--- config.mk ---
export PLATFORM = sky130hd
export DESIGN_NAME = ram_arbiter
export DESIGN_NICKNAME = d
export VERILOG_FILES = /design/src/rtl/ram_arbiter.sv
export SDC_FILE = /design/constraint.sdc
export NUM_CORES = 1
export LEC_CHECK = 0
export CORE_MARGIN = 1
export CORE_UTILIZATION = 42
export CTS_CLUSTER_DIAMETER = 100
export DETAILED_ROUTE_END_ITERATION = 6
export PLACE_DENSITY = 0.85
export SKIP_CTS_REPAIR_TIMING = 1
export SLEW_MARGIN = 20
export SYNTH_ARGS = -nofsm -noshare
export SYNTH_HDL_FRONTEND = slang
export SYNTH_SLANG_ARGS = --single-unit
export TNS_END_PERCENT = 10
--- constraint.sdc ---
create_clock -name clk -period 4.6 [get_ports clk]
set_clock_uncertainty 0.1 [all_clocks]
set_input_delay 0.92 -clock clk [delete_from_list [all_inputs] [get_ports clk]]
set_output_delay 0.92 -clock clk [all_outputs]
set_load 0.05 [all_outputs]
--- src/rtl/ram_arbiter.sv ---
// ram_arbiter
//   Two-requester arbiter in front of the single-port data RAM.
//   Port 0 is the processor controller (store/load path) and port 1 is the
//   program/data loader (debug/DMA). One port owns the RAM at a time. Each
//   accepted access (req & gnt at an edge) becomes a registered one-cycle
//   cs_ram pulse. For a read, rvalid of the issuing port strobes one cycle
//   after that pulse, while rdata_ram carries the read data.
//
//   Build option: define ARB_RR_EN to make an IDLE tie round-robin against
//   the last owner. The first tie after reset goes to port 0. When the macro
//   is undefined, port 0 wins every tie.
//
// Ports
//   clk, rst              clock (rising edge); asynchronous active-high reset
//   req0/1, lock0/1       access request (held until accepted); keep ownership
//   wr0/1, addr0/1        1 = write / access address
//   wdata0/1              write data
//   gnt0/1                registered ownership, never both high
//   rvalid0/1             one-cycle read-data strobe, tagged by port
//   rdata                 read data broadcast to both ports (= rdata_ram)
//   cs_ram, wr_ram        registered RAM select pulse and write enable
//   addr_ram, wdata_ram   registered RAM address and write data
//   rdata_ram             RAM read data, valid the cycle after a read pulse
module ram_arbiter #(
    parameter int DATA_W   = 8,
    parameter int ADDR_W   = 8,
    parameter int MAX_LOCK = 8
) (
    input  logic              clk,
    input  logic              rst,
    input  logic              req0,
    input  logic              req1,
    input  logic              lock0,
    input  logic              lock1,
    input  logic              wr0,
    input  logic              wr1,
    input  logic [ADDR_W-1:0] addr0,
    input  logic [ADDR_W-1:0] addr1,
    input  logic [DATA_W-1:0] wdata0,
    input  logic [DATA_W-1:0] wdata1,
    output logic              gnt0,
    output logic              gnt1,
    output logic              rvalid0,
    output logic              rvalid1,
    output logic [DATA_W-1:0] rdata,
    output logic              cs_ram,
    output logic              wr_ram,
    output logic [ADDR_W-1:0] addr_ram,
    output logic [DATA_W-1:0] wdata_ram,
    input  logic [DATA_W-1:0] rdata_ram
);

    typedef enum logic [1:0] {IDLE = 2'd0, OWN0 = 2'd1, OWN1 = 2'd2} state_t;

    localparam logic [8:0] MAX_LOCK_W = 9'(MAX_LOCK);

    state_t     state_q, state_d;
    logic [7:0] lock_cnt_q, lock_cnt_d;
    logic [8:0] cnt_inc;
    logic [1:0] acc;        // one-hot accept this cycle
    logic [1:0] rd_pend_q;  // read pulse on the RAM this cycle, by port
    logic [1:0] rvalid_q;
    logic       tie_to_1;

    assign acc[0]  = req0 & (state_q == OWN0);
    assign acc[1]  = req1 & (state_q == OWN1);
    // Widen by one bit so lock_cnt + 1 cannot wrap before the compare.
    assign cnt_inc = {1'b0, lock_cnt_q} + 9'd1;

`ifdef ARB_RR_EN
    // Reset value 1 sends the first tie to port 0.
    logic last_owner;

    always_ff @(posedge clk or posedge rst) begin
        if (rst)                   last_owner <= 1'b1;
        else if (state_d == OWN0)  last_owner <= 1'b0;
        else if (state_d == OWN1)  last_owner <= 1'b1;
    end

    assign tie_to_1 = ~last_owner;
`else
    assign tie_to_1 = 1'b0;
`endif

    // A locked accept with budget left keeps ownership. Every other path
    // hands over to a waiting peer. If no peer is waiting, the owner stays
    // after an accept and the arbiter goes IDLE after a withdrawal.
    always_comb begin
        state_d    = state_q;
        lock_cnt_d = lock_cnt_q;
        unique case (state_q)
            IDLE: begin
                lock_cnt_d = '0;
                if (req0 && req1) state_d = tie_to_1 ? OWN1 : OWN0;
                else if (req0)    state_d = OWN0;
                else if (req1)    state_d = OWN1;
            end
            OWN0: begin
                if (acc[0] && lock0 && (cnt_inc < MAX_LOCK_W)) begin
                    lock_cnt_d = cnt_inc[7:0];
                end else begin
                    lock_cnt_d = '0;
                    if (req1)         state_d = OWN1;
                    else if (!acc[0]) state_d = IDLE;
                end
            end
            OWN1: begin
                if (acc[1] && lock1 && (cnt_inc < MAX_LOCK_W)) begin
                    lock_cnt_d = cnt_inc[7:0];
                end else begin
                    lock_cnt_d = '0;
                    if (req0)         state_d = OWN0;
                    else if (!acc[1]) state_d = IDLE;
                end
            end
            default: begin
                state_d    = IDLE;
                lock_cnt_d = '0;
            end
        endcase
    end

    always_ff @(posedge clk or posedge rst) begin
        if (rst) begin
            state_q    <= IDLE;
            lock_cnt_q <= '0;
            cs_ram     <= 1'b0;
            wr_ram     <= 1'b0;
            addr_ram   <= '0;
            wdata_ram  <= '0;
            rd_pend_q  <= '0;
            rvalid_q   <= '0;
        end else begin
            state_q    <= state_d;
            lock_cnt_q <= lock_cnt_d;
            cs_ram     <= |acc;
            wr_ram     <= (acc[0] & wr0) | (acc[1] & wr1);
            if (|acc) begin
                addr_ram  <= acc[1] ? addr1  : addr0;
                wdata_ram <= acc[1] ? wdata1 : wdata0;
            end
            // The read tag follows the RAM pulse by one cycle, so data that
            // returns after a hand-over still reaches the issuing port.
            rd_pend_q  <= acc & ~{wr1, wr0};
            rvalid_q   <= rd_pend_q;
        end
    end

    assign gnt0    = (state_q == OWN0);
    assign gnt1    = (state_q == OWN1);
    assign rvalid0 = rvalid_q[0];
    assign rvalid1 = rvalid_q[1];
    assign rdata   = rdata_ram;

endmodule
; ---- After elaboration in Yosys (flattened, before gate mapping)
; Cells that the tools add are included.
[totals]
register_bits = 32
latchBits = 0
mem_bits_rw = 0
rom_bits = 0
inputBits = 48
output_inout_bits = 30
elab_cells = 47
n_memories = 0
[classes]
addsub = 1
n_mul = 0
div_mod_pow = 0
n_lt_le_gt_ge = 1
eq_ne = 7
shift = 0
mux = 15
bitwise_logic = 7
reduce_logical = 8
[ops]
columns = operator, n
row1 = $mux 8, 4
row2 = $mux 2, 9
row3 = $pmux 8 s2, 1
row4 = $add 8x1->9 const B, 1
row5 = $lt 9x4->1 const B, 1
row6 = $ne 3x3->1 const B, 2
row7 = $pmux 2 s3, 1
row8 = $logic_and 1x1->1, 5
row9 = $reduce_and 5->1, 1
row10 = $and 1x1->1, 4
row11 = $ne 2x2->1 const B, 2
row12 = $ne 4x4->1 const B, 1
row13 = $and 2x2->2, 1
row14 = $eq 2x1->1 const B, 1
row15 = $eq 2x2->1 const B, 1
row16 = $logic_not 2->1, 1
row17 = $not 2->2, 1
row18 = $reduce_or 2->1, 1
row19 = $or 1x1->1, 1

; ---- Depth between registers and ports, before layout
[depth]
word_depth = 6
ltp_mapped = 7
mapped_depth_nobuf = 6

; ---- Least setup slack after synthesis
; OpenSTA, ideal clock, no wires.
[synth_timing]
path_type = input port to output port
startpoint = in rdata_ram[0]
endpoint = out rdata[0]
t_arrival_ns = 1.090
required_ns = 3.580
path_slack_ns = 2.490
path_stages = 1
n_path_buf = 1
cell_sequence = buf_4
[synth_rtl]
columns = item, line
row1 = from (decl), 50  ; input logic [DATA_W-1:0] rdata_ram
row2 = to (decl), 45  ; output logic [DATA_W-1:0] rdata,
; No word-level cell between the ends.

; ---- Final worst setup path
[layout_timing]
startpoint = reg state_q[1]
endpoint = out gnt0
[layout_via]
elab_chain_len = 1
[layout_rtl]
columns = item, line
row1 = from (decl), 57  ; state_t state_q, state_d;
row2 = from (signal assigned), 134  ; state_q <= state_d;
row3 = $eq 2x1->1, 149  ; assign gnt0 = (state_q == OWN0);
row4 = to (decl), 41  ; output logic gnt0,
; No other way between the ends.

==> flow_metrics.py <==
metrics = {
    "status": {
        "outcome": "completed",
    },
    "detailed_routing": {
        "firstDrtPassIters": 4,
        "viasPerCell": 4.74,
        "routedWlPerCell_um": 13.2,
        "dr_total_vias": 1128,
        "ant_nets": 0,
        "drt_iter0_drc": 69,
        "drcViolationCount": 0,
        "wirelength_um": 3140,
    },
    "timing": {
        "tns_ps": 0,
        "final.period_utilization_pct": 65.4,
        "period_needed_ps": 3010,
        "max_freq_mhz": 332,
        "slew_violations": 0,
        "worst_pin_slew_ps": 930,
        "finalHoldViolCount": 0,
        "slew_headroom_pct": 38.0,
        "setup_viol": 0,
        "hold_ws_ps": 256,
        "rsz0062_at_grt": "no",
    },
    "yosys": {
        "yosys_warnings": 0,
        "synth.avg_cell_area_um2": 11.0,
        "ys_types": 25,
        "synthCells": 133,
        "ys_seq_area_share_pct": 54.6,
        "netlist_area_um2": 1470,
        "yosys_register_bits": 32,
    },
    "critical_path": {
        "required_ps": 3580,
        "startpoint_type": "flip-flop",
        "slowest_delay_ps": 850,
        "crit_buf_inv": 2,
        "cp_slowest_cell": "clkdlybuf4s50_1",
        "crit_chain": "inv_1 > ha_1 > clkdlybuf4s50_1",
        "end_kind": "output port",
        "regToRegSetupSlack_ps": 2560,
        "reg2reg_to": "wdata_ram[7]",
        "timing.rr.start": "state_q[0]",
        "crit_arrival_ps": 1990,
        "path_delay_family": "buffers and inverters",
        "path_max_fanout": 5,
        "reg2regPathDepth": 4,
        "critical_path_class": "reg -> out",
    },
    "layout": {
        "area_growth_pct": 45.5,
        "n_antenna_cell": 0,
        "layout_common_cells": "clkdlybuf4s50_1, dfrtp_1, nand2_1",
        "final_common_cell": "clkdlybuf4s50_1",
        "drive_gt1_share_pct": 7.29,
        "nNetsFinal": 244,
    },
    "floorplan": {
        "rows": 21,
        "die-area_um2": 3740,
        "die_w_um": 61.1,
        "dieHeight_um": 61.1,
        "initial_core_util_pct": 44.0,
        "core_area_um2": 3340,
        "pin_count": 78,
    },
    "clock_tree": {
        "cts.clk_slew.worst_paths_ps": 110,
        "clkSinkCount": 32,
        "clockRootBuffer": "clkbuf_4",
        "clockBufferDepth": 2,
        "cts_buffers": 5,
        "h-tree-depth": 2,
        "insertion_delay_ps": 340,
        "cts_tree": "done",
    },
    "place": {
        "numPortBuffers": 61,
        "dp_hpwl_um": 2360,
        "gp_congestion": 0.863,
    },
    "power": {
        "ir_drop_uv": 302,
        "leakage_nw": 1.01,
        "power_density_nw_per_um2": 631,
    },
    "job": {
        "cap_violations": 0,
    },
    "global_routing": {
        "grt_pass1_wl_um": 4860,
        "grt_usage_pct": 18.6,
        "antenna_found_initial": 0,
        "grt_pass1_vias": 1152,
        "overflow": 0,
        "grt_max_degree": 34,
    },
    "min_path": {
        "worst_hold_path_type": "reg -> reg",
        "holdCritStartpoint": "rd_pend_q[0]",
        "holdPathEnd": "rvalid_q[0]",
        "min_path_cells": 0,
    },
}
## registers in the layout (all words and copies together), names as in the netlist
register and cells:
state_q 2, lock_cnt_q 8, cs_ram 1, wr_ram 1, addr_ram 8, rd_pend_q 2
rvalid_q 2, wdata_ram 8
## logic make-up after synthesis
logic type	count (synthesis)	synth area share (%)
xor gates and xnor gates	1	0.597
adders and majority gates	5	4.26
and+or+nand+nor	34	10.7
other	1	0.256
muxes	19	13.3
AOI/OAI and AO/OA	22	8.78
buffers and inverters	19	7.50
DFF	32	54.6
## where the power goes
group          total [mW]  leakage (nW)  internal [mW]  switching [mW]
clock               0.210        0.0422          0.114          0.0958
sequential          0.421         0.404          0.370          0.0509
combinational       0.716         0.566          0.259           0.457
## metal layers
layer,vias to the layer above,track usage (%),wire (um)
met4,0,9.42,38
met1,533,19.6,1260
li1,550,-,-
met5,-,0,0
met3,4,7.14,201
met2,41,32.5,1640
## worst max-delay path by stage
stage,startpoint,to,slack [ps],cells past startpoint
final,state_q[1],gnt0,1590,3
after global routing,state_q[1],gnt0,1480,3
after CTS,state_q[1],gnt0,1580,3
after detailed placement,req1,wdata_ram[7],1840,3
after global placement,req1,addr_ram[4],1910,3
after floorplan,rdata_ram[0],rdata[0],2490,1
## area by class of cell
type / instances / area, um^2
inverters: 5 / 18.8
flip-flops and latches: 32 / 801
fillers: 263 / 1200
well taps: 46 / 57.6
clock buffers: 6 / 41.3
multi-input cells: 86 / 572
repair buffers: 61 / 611
clock inverters: 2 / 35.0
## synth_stat cells
| cell type | n | area [um^2] |
|---|---|---|
| a32o_1 | 1 | 10.0 |
| or2b_2 | 1 | 8.76 |
| a21oi_2 | 1 | 8.76 |
| nand2_4 | 1 | 11.3 |
| dfrtp_1 | 32 | 801 |
| ha_1 | 5 | 62.6 |
| xnor2_1 | 1 | 8.76 |
| mux2i_1 | 18 | 180 |
| nand2_1 | 19 | 71.3 |
| a21oi_1 | 2 | 10.0 |
| and2_1 | 1 | 6.26 |
| nand2b_1 | 1 | 6.26 |
| a211oi_2 | 1 | 12.5 |
| buf_4 | 8 | 60.1 |
| inv_1 | 5 | 18.8 |
| nand3_1 | 4 | 20.0 |
| nor2_1 | 6 | 22.5 |
| o211ai_1 | 1 | 7.51 |
| or4_4 | 1 | 11.3 |
| o21ai_0 | 16 | 80.1 |
| conb_1 | 1 | 3.75 |
| clkbuf_1 | 4 | 15.0 |
| mux2_4 | 1 | 15.0 |
| buf_6 | 1 | 11.3 |
| buf_2 | 1 | 5.00 |
## stage by stage
step / setup WS, ps / std cells / cell area, um^2 / total power, mW / util [%]
global placement: 1910 / 230 / 2060 / 1.12 / 61.7
finish: 1590 / 238 / 2140 / 1.35 / 64.0
CTS: 1580 / 238 / 2140 / 1.35 / 64.0
global route: 1480 / 238 / 2140 / 1.42 / 64.0
detailed placement: 1840 / 230 / 2060 / 1.15 / 61.7
floorplan: 2490 / 137 / 1480 / 0.918 / -
No activity file was read; power rests on OpenSTA's default activity.
